File: src/rtl/flex_pts_tx.sv
// Parallel-to-serial word transmitter: valid/ready load, CLKS_PER_BIT pacing per bit,
// selectable bit order, and one-cycle word_start / word_done framing strobes.
module flex_pts_tx #(
  parameter int   NUM_BITS     = 32,
  parameter int   SHIFT_MSB    = 1,
  parameter int   CLKS_PER_BIT = 1,
  parameter logic IDLE_LEVEL   = 1'b1
) (
  input  logic                clk,
  input  logic                n_rst,
  input  logic                clear,
  input  logic                load_valid,
  input  logic [NUM_BITS-1:0] load_data,
  output logic                load_ready,
  output logic                serial_out,
  output logic                serial_valid,
  output logic                word_start,
  output logic                word_done,
  output logic                busy
);

  localparam int BIT_W = (NUM_BITS > 1) ? $clog2(NUM_BITS) : 1;
  localparam int PER_W = (CLKS_PER_BIT > 1) ? $clog2(CLKS_PER_BIT) : 1;
  localparam logic [BIT_W-1:0] LAST_BIT = BIT_W'(NUM_BITS - 1);
  localparam logic [PER_W-1:0] LAST_PER = PER_W'(CLKS_PER_BIT - 1);

  // busy is the registered image of the state, so it doubles as the FSM debug view.
  typedef enum logic {IDLE = 1'b0, SEND = 1'b1} state_t;

  state_t              state, state_d;
  logic [NUM_BITS-1:0] shreg, shreg_d;
  logic [BIT_W-1:0]    bit_cnt, bit_cnt_d;
  logic [PER_W-1:0]    per_cnt, per_cnt_d;
  logic                serial_out_d, serial_valid_d, word_start_d, word_done_d;
  logic                last_cycle, transfer;

  function automatic logic out_bit(input logic [NUM_BITS-1:0] w);
    return (SHIFT_MSB != 0) ? w[NUM_BITS-1] : w[0];
  endfunction

  function automatic logic [NUM_BITS-1:0] advance(input logic [NUM_BITS-1:0] w);
    return (SHIFT_MSB != 0) ? {w[NUM_BITS-2:0], 1'b0} : {1'b0, w[NUM_BITS-1:1]};
  endfunction

  // Handshake: a word moves on any rising edge where load_valid && load_ready.
  // load_ready opens in IDLE and in the final cycle of the last bit (zero-gap
  // back-to-back words); clear closes it unconditionally.
  assign last_cycle = (state == SEND) && (bit_cnt == LAST_BIT) && (per_cnt == LAST_PER);
  assign load_ready = !clear && ((state == IDLE) || last_cycle);
  assign transfer   = load_valid && load_ready;

  always_comb begin
    state_d   = state;
    shreg_d   = shreg;
    bit_cnt_d = bit_cnt;
    per_cnt_d = per_cnt;
    if (clear) begin
      state_d   = IDLE;
      shreg_d   = '0;
      bit_cnt_d = '0;
      per_cnt_d = '0;
    end else if (transfer) begin
      state_d   = SEND;
      shreg_d   = load_data;
      bit_cnt_d = '0;
      per_cnt_d = '0;
    end else if (state == SEND) begin
      if (per_cnt == LAST_PER) begin
        per_cnt_d = '0;
        if (bit_cnt == LAST_BIT) begin
          state_d = IDLE;
        end else begin
          bit_cnt_d = bit_cnt + 1'b1;
          shreg_d   = advance(shreg);
        end
      end else begin
        per_cnt_d = per_cnt + 1'b1;
      end
    end

    // Outputs are registered, so they are derived from the next-state values.
    serial_valid_d = (state_d == SEND);
    serial_out_d   = serial_valid_d ? out_bit(shreg_d) : IDLE_LEVEL;
    word_start_d   = (state_d == SEND) && transfer;
    word_done_d    = (state_d == SEND) && (bit_cnt_d == LAST_BIT) && (per_cnt_d == LAST_PER);
  end

  always_ff @(posedge clk or negedge n_rst) begin
    if (!n_rst) begin
      state        <= IDLE;
      shreg        <= '0;
      bit_cnt      <= '0;
      per_cnt      <= '0;
      serial_out   <= IDLE_LEVEL;
      serial_valid <= 1'b0;
      word_start   <= 1'b0;
      word_done    <= 1'b0;
      busy         <= 1'b0;
    end else begin
      state        <= state_d;
      shreg        <= shreg_d;
      bit_cnt      <= bit_cnt_d;
      per_cnt      <= per_cnt_d;
      serial_out   <= serial_out_d;
      serial_valid <= serial_valid_d;
      word_start   <= word_start_d;
      word_done    <= word_done_d;
      busy         <= (state_d == SEND);
    end
  end

endmodule
File: config.mk
export PLATFORM = sky130hd
export DESIGN_NAME = flex_pts_tx
export DESIGN_NICKNAME = d
export VERILOG_FILES = /design/src/rtl/flex_pts_tx.sv
export SDC_FILE = /design/constraint.sdc
export NUM_CORES = 1
export LEC_CHECK = 0
export BUFFER_PORTS_ARGS = -buffer_cell sky130_fd_sc_hd__buf_2
export CAP_MARGIN = 10
export CORE_AREA = 3 3 70 72
export CTS_CLUSTER_DIAMETER = 60
export DETAILED_ROUTE_END_ITERATION = 12
export DIE_AREA = 0 0 73 75
export PLACE_DENSITY = 0.69
export SYNTH_ARGS = -nofsm -noshare
export SYNTH_HDL_FRONTEND = slang
export SYNTH_SLANG_ARGS = --single-unit
File: constraint.sdc
create_clock -name clk -period 1.9 [get_ports clk]
set_input_delay 0.19 -clock clk [delete_from_list [all_inputs] [get_ports clk]]
set_output_delay 0.19 -clock clk [all_outputs]
set_load 0.1 [all_outputs]
# Word level (Yosys, flattened, before mapping)
# Cells that the tools add are included.
dict set report op_classes {
  add_sub_neg 2
  mul 0
  n_div 0
  n_lt_le_gt_ge 0
  n_eq_ne 4
  shifts 0
  n_mux 20
  n_bitwise 3
  n_reduce_logical 11
}
# op n
set op_table {}
lappend op_table {{32-bit two-way mux} 5}
lappend op_table {{5-bit two-way mux} 5}
lappend op_table {{5-bit equality test, second input constant} 2}
lappend op_table {{1-bit two-way mux} 10}
lappend op_table {{1-bit logical AND} 7}
lappend op_table {{5-bit by 1-bit adder with 5-bit output, second input constant} 1}
lappend op_table {{3-bit by 2-bit != test with 1-bit output, second input constant} 1}
lappend op_table {{3-bit != test, second input constant} 1}
lappend op_table {{1-bit NOT} 3}
lappend op_table {{3-bit AND reduction} 1}
lappend op_table {{3-bit nonzero test} 1}
lappend op_table {{1-bit adder, second input constant} 1}
lappend op_table {{1-bit zero test} 1}
lappend op_table {{1-bit logical OR} 1}
dict set report totals {
  regBits 42
  latch_bits 0
  ram_bits 0
  rom_bits 0
  inputBits 36
  out_inout_bits 6
  word_cells 48
  mem_count 0
}

# Longest topological paths before layout
# Gate-level depths: netlist of run 1.
dict set report depth {
  word_depth 11
  mapped_depth 6
  mapped_depth_nobuf 5
}

# Least setup slack after synthesis of run 1
# Ideal clock, no wire load.
dict set report synth_timing {
  kind {flip-flop to output port}
  from {register state}
  to {output load_ready}
  t_arrival_ns 2.433
  required_ns 1.710
  setup_slack_ns -0.723
  stages_incl_launch_ff 4
  n_path_buf 1
  path_cell_list {dfrtp_1 -> clkbuf_2 -> o21a_1 -> nor2_1}
}
dict set report synth_via {
  elab_chain_cells 4
  word_cells_on_any_way 5
  cone_classes {bitwise (1); reduce/logical (4)}
}
# element line
set synth_lines {}
lappend synth_lines {{from (decl)} 30} ;# state_t state, state_d;
lappend synth_lines {{from (signal assigned)} 100} ;# state <= state_d;
lappend synth_lines {{1-bit logical AND (2 in series)} 48} ;# assign last_cycle = (state == SEND) && (bit_cnt == LAST_BIT) && (per_cnt == LAST_PER);
lappend synth_lines {{1-bit logical OR (*)} 49} ;# assign load_ready = !clear && ((state == IDLE) || last_cycle);
lappend synth_lines {{1-bit logical AND (*)} 49}
lappend synth_lines {{to (decl)} 14} ;# output logic load_ready,
# Every way passes the cells marked *; elsewhere a longest branch is shown, timed or not.

# Final worst setup path of run 1
dict set report layout_timing {
  from {register bit_cnt[1]}
  to {register shreg[18]}
}
dict set report layout_via {
  elab_chain_cells 8
  word_cells_on_any_way 12
  cone_classes {eq/ne (3); mux (2); reduce/logical (7)}
}
# element line
set layout_lines {}
lappend layout_lines {{from (decl)} 32} ;# logic [BIT_W-1:0] bit_cnt, bit_cnt_d;
lappend layout_lines {{from (signal assigned)} 102} ;# bit_cnt <= bit_cnt_d;
lappend layout_lines {{5-bit equality test (*)} {48, 70}}
lappend layout_lines {{1-bit logical AND (2 in series)} 48}
lappend layout_lines {{1-bit logical OR} 49}
lappend layout_lines {{1-bit logical AND} 49}
lappend layout_lines {{1-bit logical AND} 50} ;# assign transfer = load_valid && load_ready;
lappend layout_lines {{3-bit != test (no source line) (tied with other cells)} -}
lappend layout_lines {{3-bit AND reduction (no source line) or 32-bit two-way mux (tied branches)} -}
lappend layout_lines {{to (signal assigned)} 101} ;# shreg <= shreg_d;
lappend layout_lines {{to (decl)} 31} ;# logic [NUM_BITS-1:0] shreg, shreg_d;
# Marked as above.
# A chain may end at the register's enable or synchronous reset.

==> results of run 1 <==
-- power by group --
| part | internal [mW] | switching, mW | total (mW) |
|---|---|---|---|
| clock network | 0.526 | 0.306 | 0.832 |
| registers | 0.943 | 0.0324 | 0.976 |
| logic | 0.114 | 0.163 | 0.278 |
-- layout make-up --
class,count,share of cell area (%)
Clock buffer,5,2.79
Clock inverter,3,2.79
Inverter,3,0.457
Multi-Input combinational cell,105,34.6
Sequential cell,42,42.9
Tap cell,52,2.64
Timing Repair Buffer,55,13.8
-- what timing repair did --
item | CTS | global route
endpoints found under the setup margin | 1 | 1
gates resized for setup | 1 | 1
buffers inserted | 1 | 4
pin swaps | 1 | 3
endpoints found under the hold margin | 29 | 0
hold buffers | 1 | 0
-- cell usage after synthesis (2+ instances only) --
| library cell | number | share of area (%) |
|---|---|---|
| sky130_fd_sc_hd__dfrtp_1 | 41 | 53 |
| sky130_fd_sc_hd__a21o_1 | 31 | 12 |
| sky130_fd_sc_hd__a22o_1 | 31 | 14 |
| sky130_fd_sc_hd__nor2_1 | 7 | 1.4 |
| sky130_fd_sc_hd__buf_2 | 6 | 1.6 |
| sky130_fd_sc_hd__a21oi_1 | 4 | 1.0 |
| sky130_fd_sc_hd__clkbuf_1 | 4 | 0.78 |
| sky130_fd_sc_hd__nand2_1 | 4 | 0.78 |
| sky130_fd_sc_hd__inv_1 | 3 | 0.58 |
| sky130_fd_sc_hd__nand4_1 | 3 | 0.97 |
| sky130_fd_sc_hd__and2b_1 | 2 | 0.78 |
| sky130_fd_sc_hd__mux2i_1 | 2 | 1.0 |
-- state kept, by name, indices dropped and copies added (netlist names) --
signal      cells
bit_cnt         5
word_done       1
word_start      1
serial_out      1
shreg          32
per_cnt         1
state           1
-- layer usage --
metal / track usage (%) / share of wire (%) / vias up
met5: 0 / 0 / -
met4: 5.74 / 1.7 / 0
met3: 5.07 / 6.0 / 10
met2: 25.4 / 50 / 58
met1: 21.6 / 42 / 752
li1: - / - / 713
-- cell families after synthesis --
family / Yosys count
AOI/OAI and AO/OA: 73
xor gates and xnor gates: 1
adders and majority gates: 1
buffers and inverters: 15
DFF: 42
muxes: 2
and+or+nand+nor: 28
-- worst max-delay path, cell delays in order (launching register included) --
cell                       delay [ns]
sky130_fd_sc_hd__dfrtp_1         0.42
sky130_fd_sc_hd__ha_4            0.17
sky130_fd_sc_hd__nand4_1         0.12
sky130_fd_sc_hd__buf_4           0.17
sky130_fd_sc_hd__buf_4           0.15
sky130_fd_sc_hd__a221oi_4        0.28
sky130_fd_sc_hd__buf_12          0.22
sky130_fd_sc_hd__a22o_1          0.17
sky130_fd_sc_hd__a21o_1          0.08
-- through the flow --
stage	util [%]	cell area, sq um	worst slack [ns]	hold slack, ns	std cells
2_1_floorplan	-	1950	-0.00679	-0.106	162
3_3_place_gp	52.2	2270	0.164	0.258	252
3_5_place_dp	52.2	2270	0.0843	0.267	252
4_1_cts	55.8	2430	0.0113	0.0862	262
5_1_grt	56.6	2460	-0.0249	0.0771	265
6_report	56.6	2460	0.0511	0.0946	265
-- final timing paths --
| kind | startpoint | endpoint | cells after the start |
|---|---|---|---|
| setup / recovery | bit_cnt[1] | shreg[18] | 8 |
| setup reg to reg | bit_cnt[1] | shreg[18] | 8 |
| min in group asynchronous | n_rst | per_cnt | 2 |
| max in group asynchronous | n_rst | shreg[13] | 3 |
| hold reg to reg | shreg[0] | shreg[0] | 1 |
| hold / removal | load_data[3] | shreg[3] | 2 |
==> insert_results.sql, run 1 <==
INSERT INTO impl_metrics (metric_group, metric, value, unit) VALUES
('run_status', 'status', 'finished clean', ''),
('timing', 'finalSetupTns', '0', 'ns'),
('cts', 'ctsHtreeMaxLevel', '2', ''),
('setup_path', 'worst-r2r-setup-slack', '0.05', 'ns'),
('power', 'power.total', '2.09', 'mW'),
('timing', 'final-hold-violation-count', '0', ''),
('global_routing', 'grt_use_total', '16.3', '%'),
('floorplan', 'floorplan_row_count', '24', ''),
('floorplan', 'fp.dieH', '75', 'um'),
('setup_path', 'crit_arrival', '2.08', 'ns'),
('finish', 'fillers', '371', ''),
('floorplan', 'floorplan.die.width', '73', 'um'),
('cts', 'cts.root.buffer_cell', 'sky130_fd_sc_hd__clkbuf_8', ''),
('synth', 'synth-adder-area-share', '0.648', '%'),
('synth', 'syn-instance-count', '162', ''),
('synth', 'synth.net_count', '199', ''),
('global_routing', 'wire_length_of_the_first_global_routing_pass', '6.90', 'mm'),
('timing', 'final_max_slew_viol_count', '0', ''),
('setup_path', 'element_type_at_the_critical_path_end', 'flop', ''),
('finish', 'seq_area', '0.00106', 'sq mm'),
('cts', 'clk_latency', '0.29', 'ns'),
('setup_path', 'cp.required', '2.13', 'ns'),
('timing', 'final.min_clock_period', '1.85', 'ns'),
('timing', 'finalClockSkew', '0.00698', 'ns'),
('finish', 'mostFrequentLayoutCells', 'sky130_fd_sc_hd__dfrtp_1, sky130_fd_sc_hd__buf_2, sky130_fd_sc_hd__a21o_1, sky130_fd_sc_hd__a22o_1, sky130_fd_sc_hd__buf_4', ''),
('global_routing', 'grt_pass1_vias', '1508', ''),
('global_routing', 'antenna_found_initial', '0', ''),
('floorplan', 'core_area', '0.00435', 'sq mm'),
('place', 'place.port_buffers', '41', ''),
('timing', 'setup_viol', '0', ''),
('global_routing', 'global_route.overflow_total', '0', ''),
('timing', 'maxClockFrequency', '541', 'MHz'),
('power', 'power_leakage', '1.42', 'nW'),
('place', 'place_congestion', '0.849', ''),
('synth', 'yosysSeqAreaShare', '54.5', '%'),
('finish', 'final_nets', '249', ''),
('setup_path', 'critPathMaxFanout', '31', ''),
('min_path', 'hold_path.class', 'primary input to flop', ''),
('floorplan', 'die_area', '0.00548', 'sq mm'),
('floorplan', 'io_pins', '42', ''),
('cts', 'cts_tree', 'yes', ''),
('synth', 'synth_compound_gate_area_share', '30.3', '%'),
('timing', 'worst_pin_slew', '0.677', 'ns'),
('detailed_routing', 'ant_nets', '0', ''),
('cts', 'cts_buffers', '5', ''),
('cts', 'clk_pin_slew', '0.08', 'ns'),
('power', 'ir_worst_vdd', '700', 'uV'),
('synth', 'async_reset_ff_share', '100', '%'),
('finish', 'multi_input_comb_area', '853', 'sq um'),
('detailed_routing', 'via_to_cell_ratio', '5.78', ''),
('finish', 'area_growth_syn_to_layout', '27.5', '%'),
('finish', 'antenna-diode-count', '0', ''),
('setup_path', 'crit_path_launch_type', 'flop', ''),
('synth', 'post_synth_and_or_nand_nor_area_fraction', '9.52', '%'),
('timing', 'worst_slew_margin_rel', '54.9', '%'),
('synth', 'synth_ff_type', 'sky130_fd_sc_hd__dfrtp_1', ''),
('cts', 'clock_sink_count', '42', ''),
('detailed_routing', 'drt_first_iter_violations', '153', ''),
('detailed_routing', 'detail_route.first_pass.iterations', '4', ''),
('floorplan', 'initial_standard_cell_utilization_of_the_core', '44.4', '%'),
('synth', 'synth_warnings', '0', ''),
('power', 'power-per-cell-area', '846', 'mW/mm^2'),
('run', 'max_cap_viol_count', '0', ''),
('detailed_routing', 'wirelength', '4.30', 'mm'),
('detailed_routing', 'routed-via-count', '1533', ''),
('timing', 'final.period_utilization', '97.3', '%'),
('detailed_routing', 'average_wire_per_cell_in_the_routed_design', '16.2', 'um'),
('place', 'final_hpwl_from_detailed_placement', '2.91', 'mm'),
('synth', 'synth.ff_latch_count', '42', ''),
('synth', 'synthesis.area', '0.00193', 'sq mm'),
('finish', 'drive_gt1_share', '34.3', '%'),
('setup_path', 'worstSetupPathType', 'flop to flop', ''),
('synth', 'dominant_combinational_cell_family_by_area_after_synthesis', 'compound AO/OA/AOI/OAI gates', ''),
('synth', 'synth_area_per_cell', '11.9', 'sq um'),
('cts', 'clock_tree_buf_depth', '2', ''),
('synth', 'synth.distinct_cells', '36', ''),
('synth', 'post_synth_mux_area_share', '1.04', '%'),
('detailed_routing', 'dr_drc_count', '0', ''),
('synth', 'number_of_flops_mapped_to_enable_cells_by_yosys', '0', ''),
('synth', 'yosys.area_share.xor_xnor', '0.453', '%'),
('global_routing', 'pin_count_of_the_biggest_net_entering_global_routing', '32', '');
Power figures use the tool's default switching activity.
==> run 2, diff against run 1 <==
==> config.mk (replaced) <==
export PLATFORM = sky130hd
export DESIGN_NAME = flex_pts_tx
export DESIGN_NICKNAME = d
export VERILOG_FILES = /design/src/rtl/flex_pts_tx.sv
export SDC_FILE = /design/constraint.sdc
export NUM_CORES = 1
export LEC_CHECK = 0
export ABC_AREA = 1
export BUFFER_PORTS_ARGS = -buffer_cell sky130_fd_sc_hd__buf_2
export CAP_MARGIN = 10
export CELL_PAD_IN_SITES_DETAIL_PLACEMENT = 1
export CELL_PAD_IN_SITES_GLOBAL_PLACEMENT = 2
export CORE_AREA = 3 3 95 97
export CTS_CLUSTER_DIAMETER = 60
export DETAILED_ROUTE_END_ITERATION = 12
export DIE_AREA = 0 0 98 100
export PLACE_DENSITY_LB_ADDON = 0.1
export SYNTH_ARGS = -nofsm -noshare
export SYNTH_HDL_FRONTEND = slang
export SYNTH_SLANG_ARGS = --single-unit
==> run 2 against run 1 <==
  * Critical path depth is 2 lower
  * Die area rose by 79%
  * Final cell count grew 71%
  * Via count rose by 26%
  * Combinational power increased by 15%
  * Setup slack improved by 0.028 ns
  * First-iteration DRC count shrank 59%
  * Non-clock buffer count shrank 3
  * Routed wire length increased by 34%
  * Largest power group unchanged
==> insert_results.sql, run 2 <==
INSERT INTO impl_metrics (metric_group, metric, value, unit) VALUES
('finish', 'antenna-diode-count', '0', ''),
('power', 'share_comb_of_total_power', '16.0', '%'),
('power', 'power_leakage', '1.55', 'nW'),
('detailed_routing', 'detail_route.first_pass.iterations', '2', ''),
('synth', 'synth_warnings', '0', ''),
('global_routing', 'grt_use_total', '12.4', '%'),
('floorplan', 'die_area', '0.00980', 'sq mm'),
('synth', 'dominant_combinational_cell_family_by_area_after_synthesis', 'simple AND/OR/NAND/NOR gates', ''),
('synth', 'synth.distinct_cells', '24', ''),
('place', 'placement.cell_area', '0.00258', 'sq mm'),
('power', 'power_frac_seq', '48.0', '%'),
('setup_path', 'regToRegEndpoint', 'shreg[24]', ''),
('cts', 'clk_pin_slew', '0.08', 'ns'),
('floorplan', 'fp.dieH', '100', 'um'),
('setup_path', 'worstSetupPathType', 'flop to output port', ''),
('detailed_routing', 'ant_nets', '0', ''),
('synth', 'post_synth_and_or_nand_nor_area_fraction', '41.8', '%'),
('power', 'cell_internal_pwr', '1.42', 'mW'),
('timing', 'worst_pin_slew', '0.600', 'ns'),
('global_routing', 'grt_pass1_vias', '2059', ''),
('synth', 'synth-adder-area-share', '0.542', '%'),
('detailed_routing', 'wirelength', '5.75', 'mm'),
('setup_path', 'worst-r2r-setup-slack', '0.15', 'ns'),
('timing', 'final_max_slew_viol_count', '0', ''),
('global_routing', 'pin_count_of_the_biggest_net_entering_global_routing', '33', ''),
('setup_path', 'worstRegToRegCells', '11', ''),
('setup_path', 'rr_startpoint', 'bit_cnt[0]', ''),
('finish', 'largest_register_ffs', '32', ''),
('power', 'clock_power_share', '36.0', '%'),
('floorplan', 'floorplan.die.width', '98', 'um'),
('cts', 'cts_tree', 'yes', ''),
('synth', 'number_of_flops_mapped_to_enable_cells_by_yosys', '0', ''),
('synth', 'synth_top_area_share', '44.4', '%'),
('cts', 'cts.root.buffer_cell', 'sky130_fd_sc_hd__clkbuf_8', ''),
('synth', 'library_cell_with_the_largest_summed_area_after_synthesis', 'sky130_fd_sc_hd__dfrtp_1', ''),
('global_routing', 'global_route.overflow_total', '0', ''),
('setup_path', 'cp.required', '1.71', 'ns'),
('floorplan', 'floorplan_row_count', '33', ''),
('cts', 'ctsHtreeMaxLevel', '2', ''),
('run', 'max_cap_viol_count', '0', ''),
('timing', 'maxClockFrequency', '549', 'MHz'),
('power', 'netSwitchingPower', '0.565', 'mW'),
('finish', 'area_growth_syn_to_layout', '18.9', '%'),
('place', 'dp.cells', '440', ''),
('setup_path', 'timing.critical_path.from', 'bit_cnt[0]', ''),
('setup_path', 'element_type_at_the_critical_path_end', 'output port', ''),
('global_routing', 'antenna_found_initial', '0', ''),
('floorplan', 'io_pins', '42', ''),
('synth', 'async_reset_ff_share', '100', '%'),
('timing', 'final.period_utilization', '95.8', '%'),
('synth', 'yosys.cell_count.top_type', 'sky130_fd_sc_hd__nand2_1', ''),
('setup_path', 'crit_path_launch_type', 'flop', ''),
('place', 'place.port_buffers', '41', ''),
('synth', 'synth_ff_type', 'sky130_fd_sc_hd__dfrtp_1', ''),
('timing', 'final.min_clock_period', '1.82', 'ns'),
('synth', 'yosys.area_share.xor_xnor', '0.379', '%'),
('finish', 'final_area', '0.00275', 'sq mm'),
('synth', 'synth.top_cells.by_area', 'sky130_fd_sc_hd__dfrtp_1, sky130_fd_sc_hd__nand2_1, sky130_fd_sc_hd__nand2_2, sky130_fd_sc_hd__buf_12, sky130_fd_sc_hd__clkbuf_8', ''),
('finish', 'top_registers', 'shreg x32, bit_cnt x5', ''),
('timing', 'fin_hold_ws', '0.101', 'ns'),
('timing', 'worst_slew_margin_rel', '60.0', '%'),
('detailed_routing', 'routed-via-count', '1934', ''),
('cts', 'clock_tree_buf_depth', '2', ''),
('synth', 'syn-instance-count', '300', ''),
('synth', 'ranking_of_synthesized_cells_by_instance_count', 'sky130_fd_sc_hd__nand2_1, sky130_fd_sc_hd__dfrtp_1, sky130_fd_sc_hd__nand2_2, sky130_fd_sc_hd__inv_1, sky130_fd_sc_hd__nor2_1', ''),
('cts', 'clock_sink_count', '42', ''),
('synth', 'synth.net_count', '337', ''),
('synth', 'yosysSeqAreaShare', '45.6', '%'),
('synth', 'post_synth_mux_area_share', '0', '%'),
('power', 'power.total', '1.99', 'mW'),
('place', 'place_congestion', '0.850', ''),
('place', 'final_hpwl_from_detailed_placement', '3.90', 'mm'),
('timing', 'finalClockSkew', '0.00954', 'ns'),
('finish', 'mostFrequentLayoutCells', 'sky130_fd_sc_hd__nand2_1, sky130_fd_sc_hd__dfrtp_1, sky130_fd_sc_hd__buf_2, sky130_fd_sc_hd__nand2_2, sky130_fd_sc_hd__inv_1', ''),
('cts', 'cts_buffers', '5', ''),
('run_status', 'status', 'finished clean', ''),
('power', 'ir_worst_vdd', '296', 'uV'),
('cts', 'clk_latency', '0.30', 'ns'),
('finish', 'final_nets', '383', ''),
('finish', 'drive_gt1_share', '29.1', '%'),
('timing', 'setup_viol', '0', ''),
('floorplan', 'initial_standard_cell_utilization_of_the_core', '28.1', '%'),
('synth', 'synth_compound_gate_area_share', '2.60', '%'),
('synth', 'synthesis.area', '0.00231', 'sq mm'),
('detailed_routing', 'drt_first_iter_violations', '62', ''),
('detailed_routing', 'dr_drc_count', '0', ''),
('synth', 'synth_area_per_cell', '7.70', 'sq um'),
('power', 'power.share.switching', '28.4', '%'),
('detailed_routing', 'average_wire_per_cell_in_the_routed_design', '12.7', 'um'),
('synth', 'synth.ff_latch_count', '42', ''),
('global_routing', 'wire_length_of_the_first_global_routing_pass', '9.91', 'mm'),
('setup_path', 'worst_setup_path_endpoint', 'load_ready', ''),
('min_path', 'hold_path.class', 'primary input to flop', ''),
('floorplan', 'core_area', '0.00822', 'sq mm'),
('timing', 'final-hold-violation-count', '0', ''),
('setup_path', 'critPathMaxFanout', '4', ''),
('finish', 'commonest_non_fill_non_tap_cell_in_the_layout', 'sky130_fd_sc_hd__nand2_1', ''),
('finish', 'register_ranked_first_by_flip_flop_count', 'shreg', ''),
('finish', 'cell_count_final_fillers_out', '452', ''),
('setup_path', 'crit_arrival', '1.63', 'ns'),
('detailed_routing', 'via_to_cell_ratio', '4.28', ''),
('power', 'power-per-cell-area', '724', 'mW/mm^2');
-- run 2: critical path, stage by stage, from the launching register on --
cell and delay, ns:
sky130_fd_sc_hd__dfrtp_1 0.40, sky130_fd_sc_hd__ha_2 0.21, sky130_fd_sc_hd__nand2_1 0.10, sky130_fd_sc_hd__nor2_4 0.17
sky130_fd_sc_hd__nand2_4 0.09, sky130_fd_sc_hd__a21oi_4 0.18, sky130_fd_sc_hd__buf_12 0.19
-- run 2: power by group through the flow --
stage               logic, mW  registers [mW]  clock network (mW)
finish                  0.319           0.954               0.716
floorplan               0.184           0.999                   0
detailed placement      0.320           0.971                   0
global route            0.360           0.960               0.783
CTS                     0.322           0.954               0.754
global placement        0.321           0.971                   0
-- run 2: worst min-delay path by stage --
| stage | depth (start not counted) | slack [ns] | end | from |
|---|---|---|---|---|
| floorplan | 0 | -0.11 | bit_cnt[0] | n_rst |
| global placement | 1 | 0.25 | shreg[19] | n_rst |
| detailed placement | 1 | 0.25 | shreg[19] | n_rst |
| CTS | 3 | 0.09 | shreg[0] | load_data[0] |
| global route | 3 | 0.11 | shreg[0] | load_data[0] |
| finish | 3 | 0.10 | shreg[0] | load_data[0] |
-- run 2: cell type report --
class                   count  area, sq um
inverters                  12         57.6
clock inverters             3         40.0
fillers                  1046         5470
clock buffers               5         68.8
flip-flops and latches     42         1050
well taps                 105          131
repair buffers             52          334
multi-input cells         233         1060
-- run 2: logic make-up after synthesis --
group / count (synthesis)
AO/OA/AOI/OAI: 9
XOR/XNOR: 1
adder cells (fa/ha/maj): 1
buffers and inverters: 25
flip-flops: 42
AND/OR/NAND/NOR: 222
-- run 2: repair_timing --
item	4_1_cts	5_1_grt
buffers inserted	0	3
gates resized for setup	0	5
endpoints found under the setup margin	0	32
hold endpoints to repair	22	0
hold buffers	1	0
-- run 2: stage by stage --
| step | setup slack (ns) | utilization, % | setup TNS [ns] |
|---|---|---|---|
| final | 0.0789 | 33.4 | 0 |
| after floorplan | -0.0628 | - | -0.0628 |
| after detailed placement | 0.0577 | 31.4 | 0 |
| after global routing | -0.0280 | 33.4 | -0.0280 |
| after CTS | 0.00362 | 32.9 | 0 |
| after global placement | 0.0885 | 31.4 | 0 |
-- run 2: metal layers --
metal / wire length (um) / global-route usage [%]
met3: 168 / 1.88
met4: 55 / 4.15
met2: 2760 / 20.8
met5: 0 / 0
met1: 2770 / 16.4
